<file path="config.mk">
export PLATFORM = sky130hd
export DESIGN_NAME = pp_accumulator
export DESIGN_NICKNAME = d
export VERILOG_FILES = /design/src/rtl/booth_pkg.sv /design/src/rtl/pp_term_gen.sv /design/src/rtl/pp_accumulator.sv
export SDC_FILE = /design/constraint.sdc
export NUM_CORES = 1
export LEC_CHECK = 0
export BUFFER_PORTS_ARGS = -buffer_cell sky130_fd_sc_hd__buf_4
export CAP_MARGIN = 20
export CORE_MARGIN = 4
export CORE_UTILIZATION = 55
export DETAILED_ROUTE_END_ITERATION = 16
export PLACE_DENSITY = 0.76
export SYNTH_ARGS = -nofsm -noshare
export SYNTH_HDL_FRONTEND = slang
export SYNTH_SLANG_ARGS = --single-unit
</file>
<file path="constraint.sdc">
create_clock -name i_clk -period 14.85 [get_ports i_clk]
set_clock_uncertainty 0.2 [all_clocks]
set_input_delay 0 -clock i_clk [delete_from_list [all_inputs] [get_ports i_clk]]
set_output_delay 0 -clock i_clk [all_outputs]
set_load 0.01 [all_outputs]
</file>
<file path="src/rtl/booth_pkg.sv">
// Shared types and constants for the radix-8 Booth mantissa multiplier:
// encoder/selector payloads, accumulator FSM states and datapath widths.
package booth_pkg;

   localparam int BOOTH_N   = 23;
   localparam int NUM_PP    = 9;
   localparam int PP_W      = BOOTH_N + 3;
   localparam int PRODUCT_W = 2*BOOTH_N + 2;
   localparam int ACCUM_W   = 2*BOOTH_N + 5;
   localparam int PP_CNT_W  = (NUM_PP > 1) ? $clog2(NUM_PP) : 1;

   // Radix-8 digit from the encoder: magnitude 0..4 plus sign.
   typedef struct packed {
      logic [2:0] mag;
      logic       neg;
   } t_enc_out;

   // Selector output: 1's-complemented magnitude when neg is set.
   typedef struct packed {
      logic [PP_W-1:0] value;
      logic            neg;
   } t_bs_comp_out;

   typedef enum logic [1:0] {
      IDLE  = 2'd0,
      ACCUM = 2'd1,
      DONE  = 2'd2
   } t_acc_state;

   // Shift amount for partial product k of a radix-8 recoding.
   function automatic logic [PP_CNT_W+1:0] pp_shift(input logic [PP_CNT_W-1:0] k);
      logic [PP_CNT_W+1:0] kx;
      kx = {2'b00, k};
      return (kx << 1) + kx;
   endfunction

endpackage

</file>
<file path="src/rtl/pp_term_gen.sv">
// Turns one selector partial product into its weighted accumulator term:
// sign-extend, add neg to complete the 2's complement, shift by 3k.
module pp_term_gen
   import booth_pkg::*;
#(
   parameter int ACC_W = ACCUM_W,
   parameter int CNT_W = PP_CNT_W
) (
   input  t_bs_comp_out     i_pp,
   input  logic [CNT_W-1:0] i_k,
   output logic [ACC_W-1:0] o_term
);

   localparam int PPX_W = $bits(t_bs_comp_out);

   logic signed [ACC_W-1:0] sext_val;
   logic signed [ACC_W-1:0] comp_val;
   logic        [CNT_W+1:0] shamt;

   always_comb begin
      sext_val = {{(ACC_W-PPX_W){i_pp.neg}}, i_pp.neg, i_pp.value};
      comp_val = sext_val + {{(ACC_W-1){1'b0}}, i_pp.neg};
      shamt    = {2'b00, i_k} + ({2'b00, i_k} << 1);
      o_term   = comp_val << shamt;
   end

endmodule

</file>
<file path="src/rtl/pp_accumulator.sv">
// Sequential accumulator for radix-8 Booth partial products: sums NUM_PP
// weighted terms, then holds the product until downstream takes it.
module pp_accumulator
   import booth_pkg::*;
#(
   parameter int N      = BOOTH_N,
   parameter int NUM_PP = booth_pkg::NUM_PP
) (
   input  logic              i_clk,
   input  logic              i_rst,
   input  logic              i_start,
   input  logic              i_pp_valid,
   input  t_bs_comp_out      i_pp,
   output logic              o_pp_ready,
   output logic [2*N+1:0]    o_product,
   output logic              o_valid,
   input  logic              i_ready
);

   localparam int ACC_W = 2*N + 5;
   localparam int OUT_W = 2*N + 2;
   localparam int CNT_W = (NUM_PP > 1) ? $clog2(NUM_PP) : 1;
   localparam logic [CNT_W-1:0] LAST_K = CNT_W'(NUM_PP - 1);

   t_acc_state       state_q, state_d;
   logic [ACC_W-1:0] acc_q, acc_d;
   logic [CNT_W-1:0] cnt_q, cnt_d;
   logic [ACC_W-1:0] term;

   pp_term_gen #(
      .ACC_W (ACC_W),
      .CNT_W (CNT_W)
   ) u_term (
      .i_pp   (i_pp),
      .i_k    (cnt_q),
      .o_term (term)
   );

   always_comb begin
      state_d    = state_q;
      acc_d      = acc_q;
      cnt_d      = cnt_q;
      o_pp_ready = 1'b0;
      o_valid    = 1'b0;
      case (state_q)
         IDLE: begin
            if (i_start) begin
               acc_d   = '0;
               cnt_d   = '0;
               state_d = ACCUM;
            end
         end
         ACCUM: begin
            o_pp_ready = 1'b1;
            if (i_pp_valid) begin
               acc_d = acc_q + term;
               // Counter parks on the last index instead of wrapping.
               if (cnt_q == LAST_K) begin
                  state_d = DONE;
               end else begin
                  cnt_d = cnt_q + 1'b1;
               end
            end
         end
         DONE: begin
            o_valid = 1'b1;
            if (i_ready) begin
               state_d = IDLE;
            end
         end
         default: begin
            state_d = IDLE;
         end
      endcase
   end

   always_ff @(posedge i_clk) begin
      if (i_rst) begin
         state_q <= IDLE;
         acc_q   <= '0;
         cnt_q   <= '0;
      end else begin
         state_q <= state_d;
         acc_q   <= acc_d;
         cnt_q   <= cnt_d;
      end
   end

   // Upper guard bits absorb the transient negative partial sums.
   assign o_product = acc_q[OUT_W-1:0];

endmodule

</file>
==> impl_metrics.csv <==
group,metric,value,unit
pwr,leakagePower,3.70,nW
synthesis,synth_edf_count,0,
sta,final.setup.worst_slack,7.34,ns
worst_setup_path,path_class,"reg2reg",
synthesis,synth_top_area_cell,"dfxtp_1",
detailed_routing,wl_per_cell,17.5,µm
die,die_y,124,µm
sta,finalSetupViolCount,0,
global_routing,grt_use_total,28.9,%
worst_setup_path,cp.required,14.85,ns
status,status,"completed",
global_routing,gr-max-usage-layer,"met2",
detailed_routing,totalWireLength,22200,µm
placed_design,placed_cells,1259,
die,rows,42,
detailed_routing,routed_via_density,6.38,
sta,fin_crit,7.51,ns
global_routing,grt_util_met3,4.63,%
finish,final_layout_size_suffix_gt1_share,12.4,%
detailed_routing,drt_iter0_drc,713,
sta,final.setup.tns,0,ns
detailed_routing,drt.antenna.violating_nets,0,
sta,rsz0062_at_grt,"no",
clocking,tritoncts,"done",
clocking,cts_buffers,5,
sta,maxSlewHeadroom,31.4,%
synthesis,synth_nets,1148,
synthesis,syn-cell-area,7400,µm²
worst_setup_path,crit_path_end_kind,"flop",
finish,nNetsFinal,1185,
die,initial_core_util,56.1,%
finish,final_cells,1273,
synthesis,ys.flop_type,"dfxtp_1",
synthesis,synthArstFlopShare,0,%
die,die_area,15400,µm²
placed_design,place.gp.congestion,0.977,
pwr,peakVddDrop,0.0584,mV
clocking,insertion_delay,0.30,ns
finish,postLayoutCellArea,8280,µm²
die,die_w,124,µm
global_routing,grtUsageMet2,45.6,%
global_routing,grtUsageMet1,40.8,%
clocking,ctsHtreeMaxLevel,2,
sta,fin_crit_sh,50.6,%
min_path,hold_path_class,"reg2reg",
finish,area_growth,11.8,%
clocking,cts_max_path_buffers,2,
worst_setup_path,worstPathMaxFanout,60,
global_routing,grt_max_degree,61,
synthesis,yosysSeqAreaShare,14.6,%
sta,worst_pin_slew,1.03,ns
synthesis,ys_warn_count,0,
placed_design,post-dp-hpwl,16600,µm
worst_setup_path,cp.arrival,7.51,ns
sta,fmax,133,MHz
clocking,root_buffer,"clkbuf_16",
synthesis,ys_top_cells_by_area,"dfxtp_1, ha_1, a21oi_1",
sta,drv_slew,0,
worst_setup_path,start_kind,"flop",
detailed_routing,via_count,8116,
synthesis,synth.most_common_cell,"nor2_1",
global_routing,first_global_vias,7101,
detailed_routing,route.detailed.drc,0,
placed_design,dpl_cell_area,8080,µm²
die,io_pins,82,
die,core_area,13200,µm²
synthesis,synth_commonest_cells,"nor2_1, a21oi_1, nand2_1, o21ai_0, ha_1",
detailed_routing,drt-pass1-iter-count,6,
placed_design,place_ws,7.59,ns
global_routing,grt_overflow,0,
clocking,clock_sink_count,54,
global_routing,antenna_found_initial,0,
synthesis,synth_area_per_cell,6.99,µm²
clocking,clk_pin_slew_worst_paths,0.07,ns
synthesis,synth_cell_types,78,
clocking,cts-resized-gates,0,
global_routing,grt_pass1_wl,35900,µm
synthesis,ys_ff_latch,54,
finish,post-route-util,62.8,%
placed_design,port_buffers,81,
synthesis,synth_top_cell_area_share,14.6,%
finish,antenna-diode-count,0,
finish,n_fill_cell,1262,
sta,hold_viol,0,
pwr,pwr_density_cell,62.4,nW/µm²
synthesis,synthCells,1059,
flow_run,maxCapViolCount,0,
==> worst max-delay path, cell delays in order (launching register included) <==
cell	delay, ns
dfxtp_2	0.31
buf_4	0.46
inv_1	0.61
ha_2	0.67
buf_4	0.47
mux2i_1	0.25
a211oi_1	0.07
a31oi_1	0.19
o2111ai_1	0.17
o21ai_0	0.40
a21oi_1	0.16
a21oi_1	0.17
nor2_1	0.08
ha_1	0.40
a21o_1	0.22
a31oi_1	0.27
o21ai_0	0.14
a21o_1	0.20
a2111oi_0	0.68
nor2_1	0.24
a21oi_1	0.36
o311ai_0	0.21
xor2_1	0.18
a21oi_1	0.18
o22ai_1	0.09
==> cells by family after synthesis <==
family	Yosys count	synth area share, %
XOR/XNOR	58	6.96
flip-flops	54	14.6
multiplexers	48	6.78
AND/OR/NAND/NOR	367	23.8
AO/OA/AOI/OAI	381	33.1
buffers and inverters	94	4.94
adder cells (fa/ha/maj)	57	9.84
==> layout by cell type, fill, tap and decap left out, types with 5 or more instances in the layout <==
cell           Yosys  final
xor2_1            24     23
nor4_1             6      6
nand2b_1          12     12
xnor2_1           33     31
nand2_1           96     96
nor2_1           121    121
nor3_1            15     15
o22ai_1           10     10
nor2b_1           18     18
o31ai_1            5      5
a22o_1             6      6
a211oi_1          19     19
clkbuf_16          0      5
a22oi_1           26     26
a211o_1            5      5
ha_1              55     54
o21ai_0           81     81
nand3_1           37     37
o21bai_1           5      5
and3_1            14     14
dlygate4sd3_1      0      6
mux2_2             7      7
o21a_1             8      8
a31oi_1           18     18
dfxtp_1           54     53
a21o_1            31     31
nand4_1           13     13
inv_1             24     24
buf_4              0     93
a21oi_1          106    106
or2_2              7      7
o211ai_1          11     11
mux2i_1           40     40
and2_1             7      7
==> what timing repair did <==
action | CTS | global route
endpoints found under the hold margin | 33 | 0
setup buffers | 0 | 0
hold buffers | 6 | 0
==> layer usage <==
metal	up-vias	wire length [µm]
li1	4005	-
met1	3737	10400
met2	327	9740
met3	47	1550
met4	0	578
met5	-	0
==> flip-flops by register name (all words and copies together) (netlist names) <==
name and count:
acc_q 48, cnt_q 4, state_q 2
==> power by group <==
part	internal, mW	switching [mW]	leakage, nW
Combinational	0.0955	0.145	3.19
Clock	0.0628	0.0555	0.0708
Sequential	0.152	0.00643	0.439
==> worst paths after layout <==
check                                  to      start  slack [ns]  depth (start not counted)
worst max-delay path            acc_q[47]   cnt_q[0]        7.34                         24
worst min-delay path            acc_q[42]  acc_q[42]        0.28                          2
worst max register to register  acc_q[47]   cnt_q[0]        7.34                         24
worst min register to register  acc_q[42]  acc_q[42]        0.28                          2
==> final cells by class <==
class	instances	area [µm²]	area share, %
clock buffer	6	129	1.56
clock inverter	2	13.8	0.166
multi-input combinational	911	5980	72.2
inverter	25	93.8	1.13
tap	176	220	2.66
sequential	54	1080	13.1
timing repair buffer	99	758	9.16
==> stage by stage <==
step,power [mW],hold slack [ns]
4_1_cts,0.517,0.289
5_1_grt,0.552,0.307
2_1_floorplan,0.328,-0.0182
6_report,0.517,0.284
3_5_place_dp,0.394,0.0785
3_3_place_gp,0.393,0.0710
(Power assumes the default switching activity.)
